`config.mk`:
```
export PLATFORM = sky130hd
export DESIGN_NAME = turn_signal_conditioner
export DESIGN_NICKNAME = d
export VERILOG_FILES = /design/src/rtl/turn_signal_conditioner.sv
export SDC_FILE = /design/constraint.sdc
export NUM_CORES = 1
export LEC_CHECK = 0
export ABC_AREA = 1
export ABC_CLOCK_PERIOD_IN_PS = 1400
export CAP_MARGIN = 20
export CORE_ASPECT_RATIO = 1.75
export CORE_MARGIN = 1.5
export CORE_UTILIZATION = 40
export CTS_CLUSTER_DIAMETER = 200
export DETAILED_ROUTE_END_ITERATION = 10
export PLACE_DENSITY = 0.64
export SLEW_MARGIN = 10
export SYNTH_ARGS = -nofsm -noshare
export SYNTH_HDL_FRONTEND = slang
export SYNTH_SLANG_ARGS = --single-unit
```
`constraint.sdc`:
```
create_clock -name clk -period 1.4 [get_ports clk]
set_input_delay 0.14 -clock clk [delete_from_list [all_inputs] [get_ports clk]]
set_output_delay 0.14 -clock clk [all_outputs]
set_load 0.05 [all_outputs]
```
`src/rtl/turn_signal_conditioner.sv`:
```
// turn_signal_conditioner: synchronize, debounce and combine turn/hazard inputs for the tail-light sequencer
//
// Ports:
//   clk        in  rising-edge system clock
//   reset      in  asynchronous active-low reset (0 = reset)
//   left_sw    in  raw left turn switch (asynchronous, bouncy)
//   right_sw   in  raw right turn switch (asynchronous, bouncy)
//   hazard_btn in  raw hazard push-button (asynchronous, bouncy)
//   a          out registered left request (hazard forces high)
//   b          out registered right request (hazard forces high)
//   hazard     out registered hazard-mode status
//
// Build option: define HAZARD_LATCH_EN to make each debounced hazard press
// toggle a latched hazard mode; otherwise hazard follows the held button.
`timescale 1ns/1ps
module turn_signal_conditioner #(
    parameter int SYNC_STAGES     = 2,
    parameter int DEBOUNCE_CYCLES = 16
) (
    input  logic clk,
    input  logic reset,
    input  logic left_sw,
    input  logic right_sw,
    input  logic hazard_btn,
    output logic a,
    output logic b,
    output logic hazard
);
    localparam int CW = $clog2(DEBOUNCE_CYCLES + 1);
    localparam logic [CW-1:0] LAST = CW'(DEBOUNCE_CYCLES - 1);

    logic [2:0] raw;
    logic [2:0] st;
    logic       hazard_mode;

    assign raw = {hazard_btn, right_sw, left_sw};

    // channel 0 = left, 1 = right, 2 = hazard
    for (genvar i = 0; i < 3; i++) begin : g_ch
        logic [SYNC_STAGES-1:0] sq;
        logic [CW-1:0]          cnt;
        logic                   lvl;
        logic                   s;
        assign s     = sq[SYNC_STAGES-1];
        assign st[i] = lvl;
        always_ff @(posedge clk or negedge reset) begin
            if (!reset) begin
                sq  <= '0;
                cnt <= '0;
                lvl <= 1'b0;
            end else begin
                sq <= {sq[SYNC_STAGES-2:0], raw[i]};
                // any agreement restarts the count, so bounces never accumulate
                if (s == lvl) begin
                    cnt <= '0;
                end else if (cnt == LAST) begin
                    lvl <= s;
                    cnt <= '0;
                end else begin
                    cnt <= cnt + 1'b1;
                end
            end
        end
    end

`ifdef HAZARD_LATCH_EN
    logic st_haz_d;
    always_ff @(posedge clk or negedge reset) begin
        if (!reset) begin
            st_haz_d    <= 1'b0;
            hazard_mode <= 1'b0;
        end else begin
            st_haz_d <= st[2];
            if (st[2] & ~st_haz_d) hazard_mode <= ~hazard_mode;
        end
    end
`else
    assign hazard_mode = st[2];
`endif

    // both switches on without hazard is a conflict: drive neither side
    always_ff @(posedge clk or negedge reset) begin
        if (!reset) begin
            a      <= 1'b0;
            b      <= 1'b0;
            hazard <= 1'b0;
        end else begin
            a      <= hazard_mode | (st[0] & ~st[1]);
            b      <= hazard_mode | (st[1] & ~st[0]);
            hazard <= hazard_mode;
        end
    end
endmodule
```
==> results of run 1 <==
## routing by layer
| layer | track usage [%] | wire (microns) |
|---|---|---|
| met5 | 0 | 0 |
| met2 | 21.5 | 795 |
| met1 | 13.1 | 632 |
| met3 | 2.27 | 45 |
| met4 | 9.68 | 55 |
## critical path: stages (launching register included)
cell,delay (ns)
dfrtp_1,0.42
ha_1,0.25
nand4_1,0.13
nand2_1,0.10
nor2_1,0.10
## how the worst max path moves through the flow
stage	from	to	slack, ns	depth (start not counted)
3_3_place_gp	g_ch[2].cnt[0]	g_ch[2].cnt[3]	0.40	4
6_report	g_ch[0].cnt[0]	g_ch[0].cnt[0]	0.33	4
2_1_floorplan	g_ch[2].cnt[0]	g_ch[2].lvl	0.45	5
5_1_grt	g_ch[1].cnt[0]	g_ch[1].lvl	0.25	5
3_5_place_dp	g_ch[0].cnt[0]	g_ch[0].cnt[0]	0.35	4
4_1_cts	g_ch[0].cnt[0]	g_ch[0].cnt[0]	0.33	4
## state kept, by name, indices dropped and copies added, names as in the netlist
name,flops
g_ch.lvl,3
g_ch.cnt,15
g_ch.sq,6
b,1
hazard,1
a,1
## layout make-up
class / count / area (sq um)
clock buffer: 3 / 41.3
clock inverter: 1 / 5.00
fill: 248 / 1310
inverter: 18 / 67.6
multi-input combinational: 68 / 322
sequential: 27 / 676
tap: 26 / 32.5
timing repair buffer: 8 / 70.1
## power by group
group          internal, W  leakage, nW  total [W]  switching [W]
Clock             0.000199       0.0255   0.000434       0.000234
Sequential        0.000809        0.356   0.000835      0.0000263
Combinational    0.0000360        0.245  0.0000809      0.0000448
## synth_stat cells
cell     count
nand2_1     30
dfrtp_1     27
inv_1       18
nor2_1      18
nand3_1      6
nand4_1      6
ha_1         3
xnor2_1      3
o21ai_0      2
## metrics by stage
stage / total power, W / hold WS [ns] / area (sq um) / cells / utilization, %
after CTS: 0.00137 / 0.244 / 1210 / 151 / 48.1
after detailed placement: 0.000935 / 0.337 / 1170 / 147 / 46.3
final: 0.00135 / 0.229 / 1210 / 151 / 48.1
after global placement: 0.000929 / 0.333 / 1170 / 147 / 46.3
after floorplan: 0.000892 / -0.156 / 1060 / 113 / -
after global routing: 0.00142 / 0.257 / 1210 / 151 / 48.1
## logic make-up after synthesis
group                    after synthesis
adder cells (fa/ha/maj)                3
flip-flops                            27
XOR/XNOR                               3
AO/OA/AOI/OAI                          2
AND/OR/NAND/NOR                       60
buffers and inverters                 18
==> results.txt, run 1 <==
----------------------------------------------------
[Outcome]
  Outcome ... finished clean

[Hold path]
  Tightest Hold Check Type ... input pin to asynchronous set/reset pin

[CTS]
  CTS resizes ... 0
  Root buffer cell ... clkbuf_8
  Setup Fix Bufs, Post-CTS ... 0
  Maximum buffer depth of the clock tree ... 2
  Number of levels the H-tree was split into ... 1
  Clock slew seen by the registers of the worst setup and hold paths ... 0.09 ns
  Clock buffers created by TritonCTS ... 3
  Post-CTS Hold Buffers ... 0
  Clock Latency Late Sink ... 0.27 ns
  Clock tree sinks ... 27
  Clock tree from TritonCTS ... done

[STA]
  Slew Viols, Final ... 0
  Final total negative setup slack ... 0 ns
  Fmax ... 0.935 GHz
  Hold violation count in the final report ... 0
  Relative slew slack ... 78.4%
  Worst Slack Setup Final ... 0.331 ns
  Unrepaired setup endpoints after global routing ... false
  Layout Skew ... 0.00556 ns
  Final worst path period need ... 1.07 ns
  Finish-stage setup viols ... 0
  Fraction of the cycle the final worst path needs ... 76.4%
  Worst Max-Slew Pin Slew ... 0.324 ns

[Global route]
  Largest net degree at the start of global routing ... 28
  Global-route wire length before repair ... 2810 microns
  Antenna violations before repair ... 0
  Number of global-route vias before repair ... 736
  Global route total overflow ... 0
  Global-route usage over all layers ... 12.5%

[Synth]
  Number of instances in the synthesized netlist ... 113
  Cell type with the largest total area after synthesis ... dfrtp_1
  Average cell area after synthesis ... 9.42 sq um
  Synth Area in Simple Gates ... 23.3%
  Post-synthesis register bit count ... 27
  Share of synthesized cell area in full adder, half adder and majority cells ... 3.53%
  Register area share after synthesis ... 63.5%
  Synthesized area ... 1060 sq um
  Distinct cells, synth ... 9
  Xor/xnor share of the synthesized area ... 2.47%
  Top cells by area in the synthesized netlist ... dfrtp_1 63%, nand2_1 11%, inv_1 6.3%
  Yosys synthesis warning count ... 0
  Net Count, Synth ... 121
  Largest family of logic cells by synthesized area ... simple AND/OR/NAND/NOR gates
  Area fraction in compound gates after synthesis ... 0.940%
  Multiplexer area fraction after synthesis ... 0%
  Yosys top cell area share ... 63.5%

[Die]
  Core footprint ... 2520 sq um
  Rows ... 24
  Full die area ... 2990 sq um
  Initial Utilization ... 42.2%
  Die extent in x ... 42 microns
  Top Ports ... 8
  Die height ... 71.3 microns

[Finish]
  Fraction of final layout cells with drive strength greater than 1 ... 6.40%
  Post-synthesis to final-layout area growth ... 14.0%
  Diodes inserted ... 0
  Number of nets at the end of the flow ... 134
  Most used cells in the layout excluding fill and tap cells ... 30 x nand2_1, 27 x dfrtp_1, 18 x inv_1, 18 x nor2_1
  Most common cell after layout, fill and taps aside ... nand2_1

[Route]
  Total number of vias ... 733
  Number of vias per cell ... 4.85
  Number of DRC markers in iteration 0 ... 15
  Post-route ant nets ... 0
  Residual DRC ... 0
  Length of the first detailed-routing pass in iterations ... 3
  Average routed wire per standard cell ... 10.1 microns
  Routed WL ... 1530 microns

[Placement]
  Detailed Place HPWL ... 1140 microns
  RD Place Congestion ... 0.745
  Number of input and output port buffers inserted ... 7
  Setup Slack @ Placement ... 0.351 ns

[Pwr]
  Pwr Density ... 1110 nW/um^2
  IR Drop Worst-Case VDD ... 0.868 mV
  Pleak ... 0.626 nW

[Worst setup path]
  Critical Path RT ... 1.61 ns
  Launch instance of the worst register-to-register path ... g_ch[0].cnt[0]
  Launching element type of the critical path ... flip-flop
  Crit path DAT ... 1.28 ns
  Cells on worst reg2reg path ... 4
  Endpoint type of the worst setup path ... flip-flop
  Crit Path Max Fanout ... 4
  Reg2Reg Capture Point ... g_ch[0].cnt[0]
  Worst setup slack for register-to-register paths ... 0.33 ns
  Critical path class ... flip-flop to flip-flop

[Flow run]
  Max Cap Viol ... 0

----------------------------------------------------
Power figures use the tool's default switching activity.
==> inputs of run 2 (changes only) <==
ABC_CLOCK_PERIOD_IN_PS = 1100   (was 1400)
clock period = 1.1 ns   (was 1.4 ns; I/O delays follow)
==> run 2 against run 1 <==
  * Utilization up 3.0 points
  * Clock power up 25%
  * Final cell count up 1.3%
  * Flip-flop and latch count unchanged
  * Non-clock buffer count up 2
  * Design area up 6.2%
  * Largest cell class unchanged
  * Critical endpoint unchanged
  * Wire length up 4.3%
  * Critical path type unchanged
  * Clock-buffer cell count unchanged
  * Maximum frequency up 5.9%
  * Die area unchanged
  * Global-route usage up 0.93 points
  * Via count down 0.68%
==> results.txt, run 2 (synthesis gave the netlist of run 1 again) <==
----------------------------------------------------
[Outcome]
  Outcome ... finished clean (unchanged)

[Placement]
  RD Place Congestion ... 0.676 (was 0.745)
  Cell Count Post-Placement ... 147 (unchanged)
  Setup Slack @ Placement ... 0.0652 ns (was 0.351 ns)
  Detailed Place HPWL ... 1180 microns (was 1140 microns)
  Number of input and output port buffers inserted ... 7 (unchanged)

[Finish]
  Reg with most FFs ... g_ch.cnt (unchanged)
  Flip-flop count of the largest register after layout ... 15 (unchanged)
  Non-filler cells in the finished layout ... 153 (was 151)
  Post-synthesis to final-layout area growth ... 21.0% (was 14.0%)
  Fraction of final layout cells with drive strength greater than 1 ... 11.0% (was 6.40%)
  Number of nets at the end of the flow ... 136 (was 134)
  Fill cell total of the finished layout ... 242 (was 248)
  Biggest regs ... g_ch.cnt x15, g_ch.sq x6, g_ch.lvl x3 (unchanged)
  Core utilization of the finished layout ... 51.1% (was 48.1%)
  Most common cell after layout, fill and taps aside ... nand2_1 (unchanged)
  Diodes inserted ... 0 (unchanged)
  Most used cells in the layout excluding fill and tap cells ... 29 x nand2_1, 27 x dfrtp_1, 18 x inv_1, 18 x nor2_1 (was 30 x nand2_1, 27 x dfrtp_1, 18 x inv_1, 18 x nor2_1)

[STA]
  Slew Viols, Final ... 0 (unchanged)
  Final total negative setup slack ... 0 ns (unchanged)
  Worst Max-Slew Pin Slew ... 0.161 ns (was 0.324 ns)
  Worst hold slack after final layout ... 0.197 ns (was 0.229 ns)
  Hold violation count in the final report ... 0 (unchanged)
  Finish-stage setup viols ... 0 (unchanged)
  Layout Skew ... 0.00550 ns (was 0.00556 ns)
  Fmax ... 0.990 GHz (was 0.935 GHz)
  Unrepaired setup endpoints after global routing ... true (was false)
  Worst Slack Setup Final ... 0.0898 ns (was 0.331 ns)
  Relative slew slack ... 89.2% (was 78.4%)
  Final worst path period need ... 1.01 ns (was 1.07 ns)
  Fraction of the cycle the final worst path needs ... 91.8% (was 76.4%)

[Worst setup path]
  Crit path DAT ... 1.18 ns (was 1.28 ns)
  Crit-path slowest cell ... dfrtp_1 (unchanged)
  Launch instance of the worst register-to-register path ... g_ch[0].cnt[0] (unchanged)
  Endpoint type of the worst setup path ... flip-flop (unchanged)
  Launch point of the worst path ... g_ch[0].cnt[0] (unchanged)
  Buffer and inverter count on the worst path ... 0 (unchanged)
  Cells on worst reg2reg path ... 4 (unchanged)
  Sequence of cells on the critical path ... ha_2 > nand4_1 > nand2_2 > nor2_1 (was ha_1 > nand4_1 > nand2_1 > nor2_1)
  Count of cell instances traversed by the critical path ... 4 (unchanged)
  Reg2Reg Capture Point ... g_ch[0].cnt[0] (unchanged)
  Worst setup slack for register-to-register paths ... 0.09 ns (was 0.33 ns)
  Crit Path Max Fanout ... 4 (unchanged)
  Max stage delay on crit path ... 0.40 ns (was 0.42 ns)
  Worst setup path end ... g_ch[0].cnt[0] (unchanged)
  Cell family with the largest share of critical-path delay ... flip-flops (unchanged)
  Critical Path RT ... 1.27 ns (was 1.61 ns)
  Launching element type of the critical path ... flip-flop (unchanged)
  Critical path class ... flip-flop to flip-flop (unchanged)

[CTS]
  Clock buffers created by TritonCTS ... 3 (unchanged)
  Root buffer cell ... clkbuf_8 (unchanged)
  Clock slew seen by the registers of the worst setup and hold paths ... 0.09 ns (about the same)
  Post-CTS Hold Buffers ... 0 (unchanged)
  Number of levels the H-tree was split into ... 1 (unchanged)
  Clock Latency Late Sink ... 0.27 ns (about the same)
  Maximum buffer depth of the clock tree ... 2 (unchanged)
  Clock tree sinks ... 27 (unchanged)
  Clock tree from TritonCTS ... done (unchanged)

[Die]
  Die height ... 71.3 microns (unchanged)
  Initial Utilization ... 42.2% (unchanged)
  Rows ... 24 (unchanged)
  Core footprint ... 2520 sq um (unchanged)
  Full die area ... 2990 sq um (unchanged)
  Die extent in x ... 42 microns (unchanged)
  Top Ports ... 8 (unchanged)

[Global route]
  Global-route wire length before repair ... 3030 microns (was 2810 microns)
  Global route total overflow ... 0 (unchanged)
  Largest net degree at the start of global routing ... 28 (unchanged)
  Number of global-route vias before repair ... 786 (was 736)
  Global-route usage over all layers ... 13.4% (was 12.5%)
  Antenna violations before repair ... 0 (unchanged)

[Flow run]
  Max Cap Viol ... 0 (unchanged)

[Route]
  Length of the first detailed-routing pass in iterations ... 6 (was 3)
  Routed WL ... 1600 microns (was 1530 microns)
  Number of DRC markers in iteration 0 ... 12 (was 15)
  Number of vias per cell ... 4.76 (was 4.85)
  Post-route ant nets ... 0 (unchanged)
  Total number of vias ... 728 (was 733)
  Residual DRC ... 0 (unchanged)
  Average routed wire per standard cell ... 10.4 microns (was 10.1 microns)

[Pwr]
  IR Drop Worst-Case VDD ... 1.05 mV (was 0.868 mV)
  Fraction of power consumed by sequential logic ... 61.6% (was 61.9%)
  Combinational Power Share ... 7.0% (was 6.0%)
  Part of the total power dissipated in the clock network ... 31.4% (was 32.1%)
  Switching share of power ... 22.1% (was 22.6%)
  Pwr Density ... 1340 nW/um^2 (was 1110 nW/um^2)
  Switching power ... 0.000380 W (was 0.000305 W)
  Internal portion of total power ... 0.00134 W (was 0.00104 W)
  Pleak ... 0.642 nW (was 0.626 nW)

[Hold path]
  Tightest Hold Check Type ... input pin to asynchronous set/reset pin (unchanged)

----------------------------------------------------
run 2: changes by cell type in the layout (fill, tap and decap cells not counted):
| cell | before | now |
|---|---|---|
| buf_12 | 0 | 4 |
| nand2_2 | 0 | 1 |
| buf_4 | 4 | 2 |
| nand2_1 | 30 | 29 |
| ha_2 | 0 | 3 |
| ha_1 | 3 | 0 |
run 2: area by class of cell:
cell class / count / area (sq um) / area share [%]
Clock buffer: 3 / 41.3 / 3.20
Clock inverter: 1 / 5.00 / 0.388
Inverter: 18 / 67.6 / 5.24
Multi-Input combinational cell: 68 / 332 / 25.7
Sequential cell: 27 / 676 / 52.4
Tap cell: 26 / 32.5 / 2.52
Timing Repair Buffer: 10 / 135 / 10.5
run 2: power by group through the flow:
stage	Clock [W]	Sequential [W]	Combinational (W)
floorplan	0	0.00108	0.0000593
global placement	0	0.00108	0.000108
detailed placement	0	0.00108	0.000111
CTS	0.000564	0.00106	0.000112
global route	0.000606	0.00107	0.000146
finish	0.000541	0.00106	0.000120
run 2: layer usage:
metal	GRT usage, %	vias to the layer above	part of all wire [%]
met1	12.9	341	41
li1	-	375	-
met5	0	-	0
met2	25.3	10	55
met3	2.27	2	2.4
met4	8.60	0	1.6
run 2: stage by stage:
step | cell area, sq um | power [W]
after global routing | 1290 | 0.00182
after global placement | 1220 | 0.00119
after detailed placement | 1220 | 0.00119
final | 1290 | 0.00172
after CTS | 1260 | 0.00174
after floorplan | 1060 | 0.00114
run 2: worst min path at each step:
stage,slack [ns],start,end,depth (start not counted)
final,0.20,reset,g_ch[0].cnt[3],2
after detailed placement,0.33,g_ch[1].sq[0],g_ch[1].sq[1],0
after CTS,0.20,reset,a,2
after global routing,0.21,reset,g_ch[2].cnt[4],2
after floorplan,-0.19,reset,a,0
after global placement,0.33,g_ch[1].sq[0],g_ch[1].sq[1],0
run 2: repair_timing:
item / CTS / global route
hold endpoints to repair: 0 / 0
setup endpoints to repair: 0 / 10
resized for setup: 0 / 4
buffers inserted: 0 / 2
